===== src/rtl/seq_priority_encoder_pkg.sv =====
// Shared types and helpers for the sequential priority encoder slice.
// Optional feature macro: ENC_ZERO_BEAT_EN (adds the all-zero beat and out_zero).
package enc_pkg;

    // Default width of the request vector.
    localparam int ENC_N = 4;

    // Encoder FSM states, also used to present the state on the debug port.
    typedef enum logic [1:0] {
        IDLE = 2'd0,
        BUSY = 2'd1,
        ZERO = 2'd2
    } enc_state_t;

    // Index of the lowest set bit of a vector of up to 32 bits.
    // Returns 0 for an all-zero vector.
    function automatic logic [4:0] lsb_index(input logic [31:0] vec);
        logic [4:0] idx;
        idx = '0;
        for (int i = 31; i >= 0; i--) begin
            if (vec[i]) idx = 5'(i);
        end
        return idx;
    endfunction

endpackage


===== src/rtl/seq_priority_encoder_if.sv =====
// Handshake bundle between a request source, the encoder and an index consumer.
// Optional feature macro: ENC_ZERO_BEAT_EN (adds out_zero).
//
// Handshake: a transfer happens on a rising clk edge where valid and ready
// are both high. A producer holding valid must keep its payload stable until
// that transfer; ready may change freely and never depends on valid.
interface seq_priority_encoder_if #(
    parameter int N = 4
);
    localparam int W = $clog2(N);

    logic         in_valid;
    logic         in_ready;
    logic [N-1:0] in_vec;
    logic         out_valid;
    logic         out_ready;
    logic [W-1:0] out_idx;
    logic         out_last;
`ifdef ENC_ZERO_BEAT_EN
    logic         out_zero;
`endif

    // Source/consumer side of the encoder.
    modport master (
        output in_valid,
        output in_vec,
        input  in_ready,
        input  out_valid,
        input  out_idx,
        input  out_last,
`ifdef ENC_ZERO_BEAT_EN
        input  out_zero,
`endif
        output out_ready
    );

    // Encoder side.
    modport slave (
        input  in_valid,
        input  in_vec,
        output in_ready,
        output out_valid,
        output out_idx,
        output out_last,
`ifdef ENC_ZERO_BEAT_EN
        output out_zero,
`endif
        input  out_ready
    );

endinterface


===== src/rtl/seq_priority_encoder_lsb_onehot_find.sv =====
// Combinational lowest-set-bit finder: one-hot mask and binary index.
module lsb_onehot_find
    import enc_pkg::*;
#(
    parameter int N = 4,
    parameter int W = $clog2(N)
) (
    input  logic [N-1:0] vec,
    output logic [N-1:0] onehot,
    output logic [W-1:0] idx
);

    // Two's-complement trick isolates the lowest set bit; the index comes
    // from the shared package helper so every user agrees on bit order.
    always_comb begin
        onehot = vec & (~vec + N'(1));
        idx    = W'(lsb_index(32'(vec)));
    end

endmodule


===== src/rtl/seq_priority_encoder.sv =====
// Sequential N-to-log2(N) encoder: takes a multi-hot vector and streams the
// index of each set bit, lowest first, one beat per accepted out_ready.
// Optional feature macro: ENC_ZERO_BEAT_EN (all-zero vector yields one beat
// flagged with out_zero instead of being silently dropped).
module seq_priority_encoder
    import enc_pkg::*;
#(
    parameter int N = ENC_N,
    localparam int W = $clog2(N)
) (
    input  logic                 clk,
    input  logic                 rst,
    seq_priority_encoder_if.slave bus,
    output enc_state_t           dbg_state
);

    localparam logic [1:0] ST_IDLE = 2'd0;
    localparam logic [1:0] ST_BUSY = 2'd1;
    localparam logic [1:0] ST_ZERO = 2'd2;

    logic [1:0]   state;
    logic [N-1:0] pend;
    logic [N-1:0] low_onehot;
    logic [W-1:0] low_idx;
    logic         single_bit;

    lsb_onehot_find #(
        .N (N),
        .W (W)
    ) u_find (
        .vec    (pend),
        .onehot (low_onehot),
        .idx    (low_idx)
    );

    // Outputs decode only from state and pend, so no input reaches an output
    // in the same cycle; pend is zero outside BUSY, which forces idx to 0.
    always_comb begin
        single_bit    = (pend != '0) && ((pend & (pend - N'(1))) == '0);
        bus.in_ready  = (state == ST_IDLE);
        bus.out_valid = (state == ST_BUSY) || (state == ST_ZERO);
        bus.out_idx   = low_idx;
        bus.out_last  = ((state == ST_BUSY) && single_bit) || (state == ST_ZERO);
`ifdef ENC_ZERO_BEAT_EN
        bus.out_zero  = (state == ST_ZERO);
`endif
        dbg_state     = enc_state_t'(state);
    end

    // FSM and pending-bit register; reset discards any partially streamed vector.
    always_ff @(posedge clk) begin
        if (rst) begin
            state <= ST_IDLE;
            pend  <= '0;
        end else begin
            case (state)
                ST_IDLE: begin
                    if (bus.in_valid) begin
                        if (|bus.in_vec) begin
                            pend  <= bus.in_vec;
                            state <= ST_BUSY;
                        end else begin
`ifdef ENC_ZERO_BEAT_EN
                            state <= ST_ZERO;
`else
                            state <= ST_IDLE;
`endif
                        end
                    end
                end
                ST_BUSY: begin
                    if (bus.out_ready) begin
                        pend <= pend & ~low_onehot;
                        if (single_bit) state <= ST_IDLE;
                    end
                end
                ST_ZERO: begin
                    if (bus.out_ready) state <= ST_IDLE;
                end
                default: begin
                    state <= ST_IDLE;
                    pend  <= '0;
                end
            endcase
        end
    end

endmodule

===== src/flat_wrapper.sv =====
// flat-port wrapper written by rule: the top's interface ports become plain ports
module seq_priority_encoder_flat import enc_pkg::*;
#(
    parameter int N = ENC_N,
    localparam int W = $clog2(N)
)
  (clk, rst, dbg_state, bus_in_valid, bus_in_vec, bus_in_ready, bus_out_valid, bus_out_idx, bus_out_last, bus_out_ready);
  seq_priority_encoder_if #(.N(N)) bus_i ();
  input  logic clk;
  input  logic rst;
  output enc_state_t dbg_state;
  input wire logic [$bits(bus_i.in_valid)-1:0] bus_in_valid;
  input wire logic [$bits(bus_i.in_vec)-1:0] bus_in_vec;
  output wire logic [$bits(bus_i.in_ready)-1:0] bus_in_ready;
  output wire logic [$bits(bus_i.out_valid)-1:0] bus_out_valid;
  output wire logic [$bits(bus_i.out_idx)-1:0] bus_out_idx;
  output wire logic [$bits(bus_i.out_last)-1:0] bus_out_last;
  input wire logic [$bits(bus_i.out_ready)-1:0] bus_out_ready;
  assign bus_i.in_valid = bus_in_valid;
  assign bus_i.in_vec = bus_in_vec;
  assign bus_in_ready = bus_i.in_ready;
  assign bus_out_valid = bus_i.out_valid;
  assign bus_out_idx = bus_i.out_idx;
  assign bus_out_last = bus_i.out_last;
  assign bus_i.out_ready = bus_out_ready;
  seq_priority_encoder #(.N(N)) u_core (.clk(clk), .rst(rst), .bus(bus_i), .dbg_state(dbg_state));
endmodule

===== config.mk =====
export PLATFORM = sky130hd
export DESIGN_NAME = seq_priority_encoder_flat
export DESIGN_NICKNAME = d
export VERILOG_FILES = /design/src/rtl/seq_priority_encoder_pkg.sv /design/src/rtl/seq_priority_encoder_if.sv /design/src/rtl/seq_priority_encoder_lsb_onehot_find.sv /design/src/rtl/seq_priority_encoder.sv /design/src/flat_wrapper.sv
export SDC_FILE = /design/constraint.sdc
export NUM_CORES = 1
export LEC_CHECK = 0
export CORE_AREA = 2 2 39 41
export DETAILED_ROUTE_END_ITERATION = 8
export DIE_AREA = 0 0 41 43
export PLACE_DENSITY_LB_ADDON = 0.25
export SLEW_MARGIN = 0
export SYNTH_ARGS = -nofsm -noshare
export SYNTH_HDL_FRONTEND = slang
export SYNTH_SLANG_ARGS = --single-unit

===== constraint.sdc =====
create_clock -name clk -period 1.3 [get_ports clk]
set_input_delay 0.195 -clock clk [delete_from_list [all_inputs] [get_ports clk]]
set_output_delay 0.195 -clock clk [all_outputs]
set_load 0.005 [all_outputs]

==> results of run 1 <==
## power by group through the flow
stage	clock [W]	combinational [W]	sequential [W]
floorplan	0	0.0000829	0.000185
global placement	0	0.000193	0.000182
detailed placement	0	0.000192	0.000183
CTS	0.000184	0.000190	0.000182
global route	0.000195	0.000210	0.000185
finish	0.000177	0.000192	0.000183
## metal layers
metal	wire [µm]	GRT usage	vias to the layer above
met5	0	0	-
met4	0	0.0400	0
met3	63	0.0785	0
met2	464	0.169	11
met1	427	0.164	192
li1	-	-	205
## synthesized netlist by cell type
cell      n
nor3_1    1
conb_1    1
dfxtp_1   5
nor2_1    5
inv_1     3
nor4b_2   2
a21oi_1   5
a311oi_1  2
buf_2     1
o221ai_1  1
buf_4     2
o21ai_1   2
o211ai_1  1
nor4_4    1
nand3_1   1
nand2_1   4
nor2b_1   1
o31ai_1   1
xor2_1    1
o221a_1   1
o21ai_0   1
a211oi_2  1
nand2b_1  1
## flip-flops by register name (all words and copies together), names as in the netlist
name / count
u_core.dbg_state: 1
u_core.pend: 4
## layout make-up
class | count | share of cell area
timing repair buffer | 22 | 0.308
clock buffer | 4 | 0.0428
tap | 16 | 0.0326
sequential | 5 | 0.185
multi-input combinational | 33 | 0.413
inverter | 3 | 0.0183
## critical path, cell delays in order, from the launching register on
cell      delay [ps]
dfxtp_4          360
xor2_1           170
a211oi_2         240
nor2_1            60
buf_2            120
## what timing repair did
| item | CTS | global route |
|---|---|---|
| endpoints found under the setup margin | 6 | 5 |
| resized for setup | 25 | 6 |
| hold buffers | 0 | 0 |
| pin swaps | 3 | 4 |
| buffers inserted | 1 | 0 |
## final timing paths
check / endpoint / cells after the start / slack [ps]
setup / recovery: bus_out_last / 4 / -80
setup reg to reg: u_core.pend[1]$_SDFFE_PP0P_ / 4 / 200
hold / removal: u_core.pend[0]$_SDFFE_PP0P_ / 3 / 280
hold reg to reg: u_core.pend[1]$_SDFFE_PP0P_ / 3 / 550
## through the flow
| stage | hold WS, ps | power (W) | setup slack, ps | cells |
|---|---|---|---|---|
| 6_report | 279 | 0.000552 | -79.2 | 83 |
| 5_1_grt | 297 | 0.000589 | -142 | 83 |
| 4_1_cts | 568 | 0.000556 | -139 | 84 |
| 3_5_place_dp | 579 | 0.000374 | -217 | 79 |
| 3_3_place_gp | 573 | 0.000376 | -199 | 79 |
| 2_1_floorplan | 264 | 0.000268 | 213 | 44 |
## kinds of logic after synthesis
| group | synth area share |
|---|---|
| AND/OR/NAND/NOR | 0.302 |
| AO/OA/AOI/OAI | 0.295 |
| buffers and inverters | 0.0877 |
| flip-flops | 0.281 |
| XOR/XNOR | 0.0246 |
| other | 0.0105 |
==> results.toml, run 1 <==
[synth]
synth_seq_cells = 5
yosysWarnings = 0
yosysTopAreaCell = "dfxtp_1"
avgSynthCellArea_um2 = 8.10
seq_area_frac_synth = 0.281
syn_inst = 44
synth.distinct_cells = 23
netlist.area_leader.share = 0.281
yosys-top-cells-area = "dfxtp_1 28%, nor4b_2 8.4%, a21oi_1 7.0%"
synth_nets = 52
syn-cell-area_um2 = 357

[routing]
final_antenna_net_count = 0
route.vias.total = 408
drt_iter0_drc = 8
wl_per_cell_um = 11.5
finalWirelength_um = 955
drc = 0
routed_via_density = 4.92
first_pass_iters = 4

[placement]
gp_congestion = 0.658
dpl_cell_area_um2 = 554
portBuffers = 13
dp_hpwl_um = 701

[pwr]
power_switching_w = 0.000164
p_leak_nw = 0.259
ir_drop_v = 0.000519
clkPwrFrac = 0.320
p_sw_frac = 0.297
cellInternalPower_w = 0.000388
combPwrFrac = 0.348
p_seq_frac = 0.332
power_density_mw_per_mm2 = 899

[sta]
finalHoldViolCount = 0
min_period_ps = 1380
setup_tns_ps = -79.2
rsz0062_at_grt = "yes"
fmax_ghz = 0.725
finalSetupViolCount = 1
fin_ws_ps = -79.2
timing.final.crit_share = 1.06
maxSlewViolCount = 0
skew_ps = 0.622

[clock_tree]
clk_pin_slew_ps = 40
cts_root_buf = "clkbuf_4"
numCtsBuffers = 3
insertion_delay_ps = 240
clock_sinks = 5
cts.htree.levels = 1
clockBufferDepth = 2
cts_tree = "yes"

[critical_path]
regToRegStartpoint = "u_core.dbg_state[0]$_SDFFE_PP0P_"
crit_arrival_ps = 1180
crit_fanout = 4
required_ps = 1110
cp-start-kind = "register"
critPathCaptureType = "output port"
critical_path_class = "reg -> out"
crit_start = "u_core.pend[3]$_SDFFE_PP0P_"

[floorplanning]
dieWidth_um = 41
die-area_mm2 = 0.00176
rows = 14
io_pins = 15
core_area_mm2 = 0.00138
dieHeight_um = 43
initial_core_util = 0.258

[global_route]
grt_max_degree = 9
grt_usage = 0.127
antenna_found_initial = 0
grt_pass1_vias = 358
grt_pass1_wl_um = 1480
gr-total-overflow = 0

[layout]
layout-drive-gt1-share = 0.418
final_nets = 76
antenna_cells = 0
final_cell_mix = "7 x buf_4, 6 x clkdlybuf4s50_1, 4 x nor2_1, 4 x nand2_1, 4 x a21oi_1"
final_common_cell = "buf_4"
final_util = 0.444
fillers = 155
multi_input_area_um2 = 254
seq_area_um2 = 114
syn_to_final_growth_pct = 72.3
design_area_um2 = 614

[run_status]
status = "finished, violations left"
violations = "setup timing"

[hold_path]
hold_class = "in -> reg"
hold_start = "bus_in_vec[0]"

[job]
maxCapViolCount = 0
Note: power is estimated with default switching activity, not from simulation.
==> run 2, diff against run 1 <==
SLEW_MARGIN = 20   (was 0)
==> results of run 2 <==
No change in the layout: final DEF, timing and power equal those of run 1.
==> run 3, diff against run 2 <==
ABC_CLOCK_PERIOD_IN_PS = 1300   (was default)
==> results of run 3 <==
No change in the layout: final DEF, timing and power equal those of run 1.
